**config.mk**
```make
export PLATFORM = sky130hd
export DESIGN_NAME = ranc_tick_sequencer_flat
export DESIGN_NICKNAME = d
export VERILOG_FILES = /design/src/rtl/ranc_tick_sequencer_if.sv /design/src/rtl/ranc_tick_sequencer.sv /design/src/flat_wrapper.sv
export SDC_FILE = /design/constraint.sdc
export NUM_CORES = 1
export LEC_CHECK = 0
export CAP_MARGIN = 20
export CORE_UTILIZATION = 54
export CTS_CLUSTER_DIAMETER = 40
export DETAILED_ROUTE_END_ITERATION = 16
export GPL_TIMING_DRIVEN = 1
export PLACE_DENSITY = 0.83
export SETUP_SLACK_MARGIN = 0.15
export SLEW_MARGIN = 20
export SYNTH_ARGS = -nofsm -noshare
export SYNTH_HDL_FRONTEND = slang
export SYNTH_SLANG_ARGS = --single-unit
export TNS_END_PERCENT = 20
```
**constraint.sdc**
```tcl
create_clock -name clk -period 27.8 [get_ports clk]
set_clock_uncertainty 0.05 [all_clocks]
set_input_delay 4.17 -clock clk [delete_from_list [all_inputs] [get_ports clk]]
set_output_delay 4.17 -clock clk [all_outputs]
set_load 0.05 [all_outputs]
```
**src/rtl/ranc_tick_sequencer_if.sv**
```systemverilog
// Grid-side signal bundle between the tick sequencer (master) and a RANC network grid (slave).
// Handshake: one packet moves on each rising edge where ren_to_input_buffer is high and input_buffer_empty is low; its data is on packet_in in the following cycle.
interface ranc_tick_sequencer_if #(
    parameter int PACKET_WIDTH = 30,
    parameter int OUT_ID_WIDTH = 8
);
    logic                    tick;
    logic                    input_buffer_empty;
    logic                    ren_to_input_buffer;
    logic [PACKET_WIDTH-1:0] packet_in;
    logic [OUT_ID_WIDTH-1:0] packet_out;
    logic                    packet_out_valid;

    modport master (
        output tick,
        output input_buffer_empty,
        output packet_in,
        input  ren_to_input_buffer,
        input  packet_out,
        input  packet_out_valid
    );

    modport slave (
        input  tick,
        input  input_buffer_empty,
        input  packet_in,
        output ren_to_input_buffer,
        output packet_out,
        output packet_out_valid
    );
endinterface

```
**src/rtl/ranc_tick_sequencer.sv**
```systemverilog
// Drives a RANC grid: periodic tick, per-frame packet streaming from ROM, and
// per-frame spike capture delayed by the network layer latency.
module ranc_tick_sequencer #(
    parameter int PACKET_WIDTH = 30,
    parameter int COUNT_WIDTH  = 7,
    parameter int ADDR_WIDTH   = 12,
    parameter int FRAME_WIDTH  = 14,
    parameter int PERIOD_WIDTH = 16,
    parameter int OUT_ID_WIDTH = 8,
    parameter int NUM_OUTPUT   = 250,
    parameter int NUM_LAYERS   = 1
) (
    input  logic                    clk,
    input  logic                    rst,
    input  logic                    start,
    input  logic [FRAME_WIDTH-1:0]  num_frames,
    input  logic [PERIOD_WIDTH-1:0] tick_period,
    input  logic [PERIOD_WIDTH-1:0] init_wait,
    output logic [FRAME_WIDTH-1:0]  cnt_addr,
    input  logic [COUNT_WIDTH-1:0]  cnt_rdata,
    output logic [ADDR_WIDTH-1:0]   pkt_addr,
    input  logic [PACKET_WIDTH-1:0] pkt_rdata,
    ranc_tick_sequencer_if.master   grid,
    output logic [NUM_OUTPUT-1:0]   spike_vec,
    output logic                    spike_vec_valid,
    output logic [FRAME_WIDTH-1:0]  spike_frame,
    output logic                    busy,
    output logic                    done,
    output logic                    underrun_error,
    output logic [2:0]              state_dbg
);
    localparam int TW = FRAME_WIDTH + 1;

    typedef enum logic [2:0] {
        S_IDLE = 3'd0,
        S_INIT = 3'd1,
        S_TICK = 3'd2,
        S_RUN  = 3'd3,
        S_DONE = 3'd4
    } state_t;

    state_t                  state, state_nxt;
    logic [FRAME_WIDTH-1:0]  num_frames_r;
    logic [FRAME_WIDTH-1:0]  frame_idx;
    logic [PERIOD_WIDTH-1:0] period_r;
    logic [PERIOD_WIDTH-1:0] wait_cnt;
    logic [TW-1:0]           tick_cnt;
    logic [TW-1:0]           tick_cnt_new;
    logic [TW-1:0]           tick_total;
    logic [COUNT_WIDTH-1:0]  remaining;
    logic [ADDR_WIDTH-1:0]   rd_ptr;
    logic [NUM_OUTPUT-1:0]   acc;
    logic [NUM_OUTPUT-1:0]   acc_set;
    logic                    active;
    logic                    ibe;
    logic                    serve;
    logic                    underrun_hit;

    assign tick_cnt_new = tick_cnt + 1'b1;
    assign tick_total   = {1'b0, num_frames_r} + TW'(NUM_LAYERS);
    assign active       = (state == S_TICK) || (state == S_RUN);
    assign ibe          = !active || (remaining == '0);
    assign serve        = grid.ren_to_input_buffer && !ibe;
    assign underrun_hit = grid.ren_to_input_buffer && ibe;

    // Ids at or above NUM_OUTPUT never match a bit position and are dropped.
    always_comb begin
        acc_set = '0;
        for (int i = 0; i < NUM_OUTPUT; i++) begin
            if (grid.packet_out_valid && (int'(grid.packet_out) == NUM_OUTPUT - 1 - i))
                acc_set[i] = 1'b1;
        end
    end

    always_comb begin
        state_nxt = state;
        case (state)
            S_IDLE, S_DONE: begin
                if (start) begin
                    if (num_frames == '0)
                        state_nxt = S_DONE;
                    else if (init_wait == '0)
                        state_nxt = S_TICK;
                    else
                        state_nxt = S_INIT;
                end
            end
            S_INIT:  if (wait_cnt <= PERIOD_WIDTH'(1)) state_nxt = S_TICK;
            S_TICK:  state_nxt = (tick_cnt_new == tick_total) ? S_DONE : S_RUN;
            S_RUN:   if (wait_cnt <= PERIOD_WIDTH'(1)) state_nxt = S_TICK;
            default: state_nxt = S_IDLE;
        endcase
    end

    always_ff @(posedge clk or posedge rst) begin
        if (rst) begin
            state           <= S_IDLE;
            num_frames_r    <= '0;
            frame_idx       <= '0;
            period_r        <= '0;
            wait_cnt        <= '0;
            tick_cnt        <= '0;
            remaining       <= '0;
            rd_ptr          <= '0;
            acc             <= '0;
            spike_vec       <= '0;
            spike_vec_valid <= 1'b0;
            spike_frame     <= '0;
            underrun_error  <= 1'b0;
        end else begin
            state           <= state_nxt;
            spike_vec_valid <= 1'b0;
            acc             <= acc | acc_set;
            if (serve) begin
                rd_ptr    <= rd_ptr + 1'b1;
                remaining <= remaining - 1'b1;
            end
            if (underrun_hit)
                underrun_error <= 1'b1;
            case (state)
                S_IDLE, S_DONE: begin
                    if (start) begin
                        num_frames_r   <= num_frames;
                        period_r       <= (tick_period < PERIOD_WIDTH'(2)) ? PERIOD_WIDTH'(2) : tick_period;
                        wait_cnt       <= init_wait;
                        frame_idx      <= '0;
                        tick_cnt       <= '0;
                        rd_ptr         <= '0;
                        remaining      <= '0;
                        acc            <= '0;
                        underrun_error <= 1'b0;
                    end
                end
                S_INIT, S_RUN: wait_cnt <= wait_cnt - 1'b1;
                S_TICK: begin
                    tick_cnt <= tick_cnt_new;
                    // The new count overrides any decrement from a same-cycle read.
                    if (frame_idx < num_frames_r) begin
                        remaining <= cnt_rdata;
                        frame_idx <= frame_idx + 1'b1;
                    end else begin
                        remaining <= '0;
                    end
                    if (tick_cnt_new > TW'(NUM_LAYERS)) begin
                        spike_vec       <= acc;
                        spike_frame     <= FRAME_WIDTH'(tick_cnt_new - TW'(NUM_LAYERS + 1));
                        spike_vec_valid <= 1'b1;
                    end
                    acc      <= acc_set;
                    wait_cnt <= period_r - 1'b1;
                end
                default: ;
            endcase
        end
    end

    // Address 0 while parked so the first count is already on cnt_rdata when the run starts.
    assign cnt_addr                = (state == S_IDLE || state == S_DONE) ? '0 : frame_idx;
    assign pkt_addr                = rd_ptr;
    assign grid.packet_in          = pkt_rdata;
    assign grid.tick               = (state == S_TICK);
    assign grid.input_buffer_empty = ibe;
    assign busy                    = (state == S_INIT) || active;
    assign done                    = (state == S_DONE);
    assign state_dbg               = state;
endmodule

```
**src/flat_wrapper.sv**
```systemverilog
// flat-port wrapper written by rule: the top's interface ports become plain ports
module ranc_tick_sequencer_flat 
#(
    parameter int PACKET_WIDTH = 30,
    parameter int COUNT_WIDTH  = 7,
    parameter int ADDR_WIDTH   = 12,
    parameter int FRAME_WIDTH  = 14,
    parameter int PERIOD_WIDTH = 16,
    parameter int OUT_ID_WIDTH = 8,
    parameter int NUM_OUTPUT   = 250,
    parameter int NUM_LAYERS   = 1
)
  (clk, rst, start, num_frames, tick_period, init_wait, cnt_addr, cnt_rdata, pkt_addr, pkt_rdata, spike_vec, spike_vec_valid, spike_frame, busy, done, underrun_error, state_dbg, grid_tick, grid_input_buffer_empty, grid_packet_in, grid_ren_to_input_buffer, grid_packet_out, grid_packet_out_valid);
  ranc_tick_sequencer_if #(.PACKET_WIDTH(PACKET_WIDTH), .OUT_ID_WIDTH(OUT_ID_WIDTH)) grid_i ();
  input  logic clk;
  input  logic rst;
  input  logic start;
  input  logic [FRAME_WIDTH-1:0] num_frames;
  input  logic [PERIOD_WIDTH-1:0] tick_period;
  input  logic [PERIOD_WIDTH-1:0] init_wait;
  output logic [FRAME_WIDTH-1:0] cnt_addr;
  input  logic [COUNT_WIDTH-1:0] cnt_rdata;
  output logic [ADDR_WIDTH-1:0] pkt_addr;
  input  logic [PACKET_WIDTH-1:0] pkt_rdata;
  output logic [NUM_OUTPUT-1:0] spike_vec;
  output logic spike_vec_valid;
  output logic [FRAME_WIDTH-1:0] spike_frame;
  output logic busy;
  output logic done;
  output logic underrun_error;
  output logic [2:0] state_dbg;
  output wire logic [$bits(grid_i.tick)-1:0] grid_tick;
  output wire logic [$bits(grid_i.input_buffer_empty)-1:0] grid_input_buffer_empty;
  output wire logic [$bits(grid_i.packet_in)-1:0] grid_packet_in;
  input wire logic [$bits(grid_i.ren_to_input_buffer)-1:0] grid_ren_to_input_buffer;
  input wire logic [$bits(grid_i.packet_out)-1:0] grid_packet_out;
  input wire logic [$bits(grid_i.packet_out_valid)-1:0] grid_packet_out_valid;
  assign grid_tick = grid_i.tick;
  assign grid_input_buffer_empty = grid_i.input_buffer_empty;
  assign grid_packet_in = grid_i.packet_in;
  assign grid_i.ren_to_input_buffer = grid_ren_to_input_buffer;
  assign grid_i.packet_out = grid_packet_out;
  assign grid_i.packet_out_valid = grid_packet_out_valid;
  ranc_tick_sequencer #(.PACKET_WIDTH(PACKET_WIDTH), .COUNT_WIDTH(COUNT_WIDTH), .ADDR_WIDTH(ADDR_WIDTH), .FRAME_WIDTH(FRAME_WIDTH), .PERIOD_WIDTH(PERIOD_WIDTH), .OUT_ID_WIDTH(OUT_ID_WIDTH), .NUM_OUTPUT(NUM_OUTPUT), .NUM_LAYERS(NUM_LAYERS)) u_core (.clk(clk), .rst(rst), .start(start), .num_frames(num_frames), .tick_period(tick_period), .init_wait(init_wait), .cnt_addr(cnt_addr), .cnt_rdata(cnt_rdata), .pkt_addr(pkt_addr), .pkt_rdata(pkt_rdata), .grid(grid_i), .spike_vec(spike_vec), .spike_vec_valid(spike_vec_valid), .spike_frame(spike_frame), .busy(busy), .done(done), .underrun_error(underrun_error), .state_dbg(state_dbg));
endmodule
```
==> impl_metrics.tcl, run 1 <==
set metrics [dict create \
    power_leakage_nw 15.4 \
    whs_ns 0.426 \
    rows 81 \
    fillers 3266 \
    yosys-top-cells-area "dfrtp_1 (57%), mux2_4 (14%), a22o_1 (5.3%)" \
    slew-limit-headroom 0.256 \
    ios 425 \
    cts_hold_buf 0 \
    use_met3 0.0648 \
    synthTopCellsByCount "dfrtp_1 (613), mux2_4 (243), nand2_1 (241)" \
    drcViolationCount 0 \
    nets 2558 \
    drive_gt1_frac 0.175 \
    ys_async_sr_fraction 1.00 \
    ys_types 63 \
    syn_avg_cell_area_sq_um 12.7 \
    synth_cells 2106 \
    worst_slew_pin_slew_ns 1.11 \
    clock_latency_ns 0.62 \
    area_growth_pct 25.2 \
    post_cts_buffers 0 \
    required_ns 23.58 \
    synth_nets 2226 \
    synth-seq-cells 613 \
    root_buffer "clkbuf_16" \
    setup_tns_ns 0 \
    syn-cell-area_sq_um 26700 \
    yosysSeqAreaShare 0.575 \
    synth_top_area_frac 0.575 \
    die_y_um 224 \
    status "finished clean" \
    drv_slew 0 \
    vias 18785 \
    first_global_vias 19023 \
    ir_worst_vdd_uv 44.8 \
    antenna_left 0 \
    htreeDepth 3 \
    port_buffers 364 \
    grt.overflow.total 0 \
    grt_usage 0.291 \
    grt_use_met1 0.380 \
    avgRoutedWirePerCell_um 23.0 \
    busiest_layer "met2" \
    drt_wl_total_um 72800 \
    grt_max_degree 170 \
    clk_pin_slew_ns 0.05 \
    drt-initial-drc-count 1749 \
    die_area_sq_um 50300 \
    vias_per_cell 5.92 \
    routabilityCongestion 0.926 \
    crit_fanout 1 \
    hold_viol 0 \
    die_w_um 224 \
    crit_type "primary input to output pin" \
    fmax_ghz 0.119 \
    yosysMostFrequentCell "dfrtp_1" \
    cts_resized 0 \
    antenna_found_initial 1 \
    rsz0062_at_grt "no" \
    critPathLaunchType "primary input" \
    crit_path_end_kind "output pin" \
    hold_class "flop to flop" \
    drv_cap 0 \
    hpwl_um 46600 \
    min_period_ns 8.39 \
    synth_top_area_cell "dfrtp_1" \
    core_sq_um 48800 \
    initial_core_util 0.546 \
    drtPass1Iterations 6 \
    cts_inserted_buffers 83 \
    cts_tree "done" \
    ys_warn_count 0 \
    critical_path_arrival_ns 4.17 \
    setup_viol 0 \
    post-route-period-util 0.302 \
    synth_ff_type "dfrtp_1" \
    pwr_density_cell_nw_per_um2 67.3 \
    synth_edf_count 0 \
    cts.sinks 613 \
    cts_buffer_depth 3 \
    gr-usage-met2 0.471 \
    grt_pass1_wl_um 113000 \
]
## sequential cells by signal, indices dropped and copies added, names as in the netlist
register and count:
u_core.spike_vec_valid 1, u_core.underrun_error 1, u_core.remaining 7, u_core.frame_idx 14, u_core.wait_cnt 16, u_core.num_frames_r 14
u_core.spike_frame 14, u_core.tick_cnt 15, u_core.acc 250, u_core.pkt_addr 12, u_core.state_dbg 3, u_core.period_r 16
u_core.spike_vec 250
## area by class of cell
class	count	area, sq um	area share
clock inverters	46	502	0.0150
flip-flops and latches	613	15300	0.459
inverters	33	131	0.00393
multi-input cells	1309	10300	0.310
clock buffers	106	2320	0.0696
diodes	2	5.00	0.000150
repair buffers	398	3930	0.118
well taps	664	831	0.0249
## layout by cell type, fill, tap and decap left out, types with 11 or more instances in the layout
| cell | instances |
|---|---|
| dfrtp_1 | 613 |
| clkdlybuf4s50_1 | 364 |
| mux2_4 | 243 |
| nand2_1 | 241 |
| a22o_1 | 161 |
| o21ai_0 | 157 |
| clkbuf_16 | 84 |
| nor2_1 | 75 |
| xnor2_1 | 48 |
| nand3_1 | 43 |
| a21oi_1 | 37 |
| inv_1 | 31 |
| buf_4 | 29 |
| xor2_1 | 26 |
| nor3_1 | 25 |
| nand4_1 | 24 |
| ha_1 | 24 |
| nor2b_1 | 20 |
| mux2_1 | 19 |
| nor4_1 | 17 |
| clkbuf_8 | 14 |
| nand2b_1 | 12 |
| clkinv_4 | 11 |
## power breakdown
| group | total [mW] | internal [mW] | switching [mW] |
|---|---|---|---|
| combinational | 0.173 | 0.0785 | 0.0940 |
| clock | 1.06 | 0.633 | 0.428 |
| sequential | 1.01 | 0.958 | 0.0562 |
## path summary, 6_finish.rpt
path / slack, ns / end / startpoint / cells past startpoint
worst max-delay path: 19.41 / grid_packet_in[28] / pkt_rdata[28] / 0
worst max register to register: 22.44 / u_core.spike_vec[190] / u_core.tick_cnt[0] / 9
min in group asynchronous: 4.06 / u_core.spike_vec[230] / rst / 2
worst min-delay path: 0.43 / u_core.acc[221] / u_core.acc[221] / 2
max in group asynchronous: 21.54 / u_core.acc[191] / rst / 4
worst min register to register: 0.43 / u_core.acc[221] / u_core.acc[221] / 2
## cells by family after synthesis
logic type	count (synthesis)	synth area share
AOI/OAI and AO/OA	420	0.109
xor gates and xnor gates	78	0.0276
adders and majority gates	24	0.0113
buffers and inverters	184	0.0390
DFF	613	0.575
muxes	272	0.149
and+or+nand+nor	515	0.0892
## stage by stage
step,setup slack (ns),power [mW],util,instance area [sq um],cells
finish,19.41,2.25,0.684,33400,3171
global route,19.41,2.33,0.684,33400,3169
floorplan,6.42,1.15,-,26700,2106
global placement,19.41,1.18,0.625,30500,3017
detailed placement,19.41,1.19,0.625,30500,3017
CTS,19.41,2.26,0.683,33400,3169
## layer usage
layer | wire length (um) | up-vias
li1 | - | 8139
met1 | 29400 | 9580
met2 | 35000 | 890
met3 | 5660 | 176
met4 | 2830 | 0
met5 | 0 | -
(Power assumes the default switching activity.)
==> run 2, diff against run 1 <==
==> constraint.sdc (replaced) <==
create_clock -name clk -period 8.55 [get_ports clk]
set_clock_uncertainty 0.05 [all_clocks]
set_input_delay 1.2825 -clock clk [delete_from_list [all_inputs] [get_ports clk]]
set_output_delay 1.2825 -clock clk [all_outputs]
set_load 0.05 [all_outputs]
==> run 2 against run 1 <==
- via count rose by 0.51%
- combinational power rose to 3.3 times the previous value
- die area did not move
- wire length rose by 2.2%
- sequential share of layout area fell by 0.17 points
- count of clock-buffer cells in the layout fell by 11
- first-iteration DRC count fell by 4.3%
- register-to-register slack got worse by 18 ns
- hold slack improved by 0.0045 ns
- critical endpoint is now u_core.spike_vec[43]
- highest routed layer is now met5
==> impl_metrics.tcl, run 2 (synthesis gave the netlist of run 1 again) <==
set metrics [dict create \
    pwr_density_cell_nw_per_um2 222 \
    crit_start "u_core.tick_cnt[0]" \
    routabilityCongestion 0.909 \
    r2r_setup_slack_ns 3.96 \
    fillers 3257 \
    required_ns 9.00 \
    hpwl_um 47200 \
    drt_wl_total_um 74500 \
    cts_inserted_buffers 81 \
    area_growth_pct 25.7 \
    power_leakage_nw 15.4 \
    slew-limit-headroom 0.266 \
    p_sw_mw 1.92 \
    cp_slowest_cell "buf_4" \
    post-route-period-util 0.537 \
    stdcell_count 3169 \
    hold_viol 0 \
    dp_cells 3012 \
    clk_pin_slew_ns 0.06 \
    rsz0062_at_grt "no" \
    avgRoutedWirePerCell_um 23.5 \
    grt_usage 0.297 \
    min_period_ns 4.59 \
    grt.overflow.total 0 \
    cp_top_family "buffers and inverters" \
    cts_tree "done" \
    fin_ws_ns 3.96 \
    total_power_mw 7.44 \
    place_ws_ns 4.04 \
    antenna_left 0 \
    die_w_um 224 \
    core_sq_um 48800 \
    whs_ns 0.431 \
    p_clk_frac 0.480 \
    crit_end "u_core.spike_vec[43]" \
    crit_chain "ha_1 -> and3_1 -> nand3_1 -> a22oi_1 -> a21oi_1 -> a41oi_4 -> buf_4 -> buf_12 -> mux2_4" \
    nets 2554 \
    drcViolationCount 0 \
    cts_resized 0 \
    root_buffer "clkbuf_16" \
    ir_worst_vdd_uv 219 \
    power_frac_seq 0.444 \
    die_y_um 224 \
    antenna_found_initial 2 \
    clock_latency_ns 0.62 \
    critPathMaxStageDelay_ns 0.68 \
    worstReg2RegEnd "u_core.spike_vec[43]" \
    cts_buffer_depth 3 \
    switching_share 0.259 \
    port_buffers 364 \
    drt-initial-drc-count 1673 \
    post_cts_buffers 0 \
    cell_internal_pwr_mw 5.52 \
    cts_hold_buf 0 \
    combPwrFrac 0.076 \
    worst_slew_pin_slew_ns 1.10 \
    r2r_start "u_core.tick_cnt[0]" \
    vias_per_cell 5.96 \
    drive_gt1_frac 0.176 \
    htreeDepth 3 \
    critPathLaunchType "flop" \
    grt_max_degree 197 \
    ios 425 \
    crit_cells 9 \
    die_area_sq_um 50300 \
    initial_core_util 0.546 \
    final_common_cell "dfrtp_1" \
    grt_pass1_wl_um 115000 \
    fmax_ghz 0.218 \
    cp_num_buf_inv 2 \
    drv_cap 0 \
    setup_viol 0 \
    critical_path_arrival_ns 5.04 \
    crit_fanout 103 \
    drv_slew 0 \
    cts.sinks 613 \
    reg2reg_depth 9 \
    mostFrequentLayoutCells "dfrtp_1 (613), clkdlybuf4s50_1 (364), mux2_4 (243), nand2_1 (241), a22o_1 (161)" \
    hold_class "flop to flop" \
    rows 81 \
    vias 18881 \
    status "finished clean" \
    top_regs "u_core.acc: 250 flops, u_core.spike_vec: 250 flops" \
    first_global_vias 19302 \
    crit_path_end_kind "flop" \
    drtPass1Iterations 5 \
    crit_type "flop to flop" \
]
[run 2: worst min path at each step]
stage | startpoint | end | slack (ns) | cells after the start
detailed placement | u_core.acc[47] | u_core.acc[47] | 0.42 | 2
global route | u_core.spike_frame[3] | u_core.spike_frame[3] | 0.44 | 1
floorplan | u_core.acc[246] | u_core.acc[246] | 0.40 | 2
global placement | u_core.acc[113] | u_core.acc[113] | 0.41 | 2
CTS | u_core.acc[202] | u_core.acc[202] | 0.43 | 2
finish | u_core.acc[246] | u_core.acc[246] | 0.43 | 2
[run 2: layout make-up]
cell class	count	area (sq um)	share of cell area
diodes	2	5.00	0.000149
well taps	664	831	0.0248
clock inverters	57	728	0.0217
multi-input cells	1309	10400	0.309
inverters	33	128	0.00381
clock buffers	95	2160	0.0644
repair buffers	396	3980	0.119
flip-flops and latches	613	15300	0.458
[run 2: worst register-to-register path: stages, from the launching register on]
cell and delay [ns]:
dfrtp_1 0.49, ha_1 0.30, and3_1 0.42, nand3_1 0.18, a22oi_1 0.40, a21oi_1 0.15
a41oi_4 0.60, buf_4 0.68, buf_12 0.67, mux2_4 0.56
[run 2: per-layer routing]
metal	wire, um	vias up	GRT usage	part of all wire
met5	13	-	0	0.00017
met4	3270	2	0.141	0.044
met3	5620	195	0.0737	0.076
met2	35600	846	0.476	0.48
met1	30000	9696	0.382	0.40
li1	-	8142	-	-
[run 2: power by group through the flow]
stage | Clock, mW | Sequential, mW | Combinational (mW)
after floorplan | 0 | 3.32 | 0.407
after global placement | 0 | 3.31 | 0.528
after detailed placement | 0 | 3.34 | 0.554
after CTS | 3.61 | 3.29 | 0.568
after global routing | 3.74 | 3.32 | 0.634
final | 3.57 | 3.30 | 0.568
[run 2: metrics by stage]
| step | instance area [sq um] | setup TNS [ns] | util |
|---|---|---|---|
| after CTS | 33400 | 0 | 0.685 |
| after global routing | 33500 | 0 | 0.686 |
| after detailed placement | 30600 | 0 | 0.626 |
| final | 33500 | 0 | 0.686 |
| after global placement | 30500 | 0 | 0.625 |
| after floorplan | 26700 | -703.46 | - |
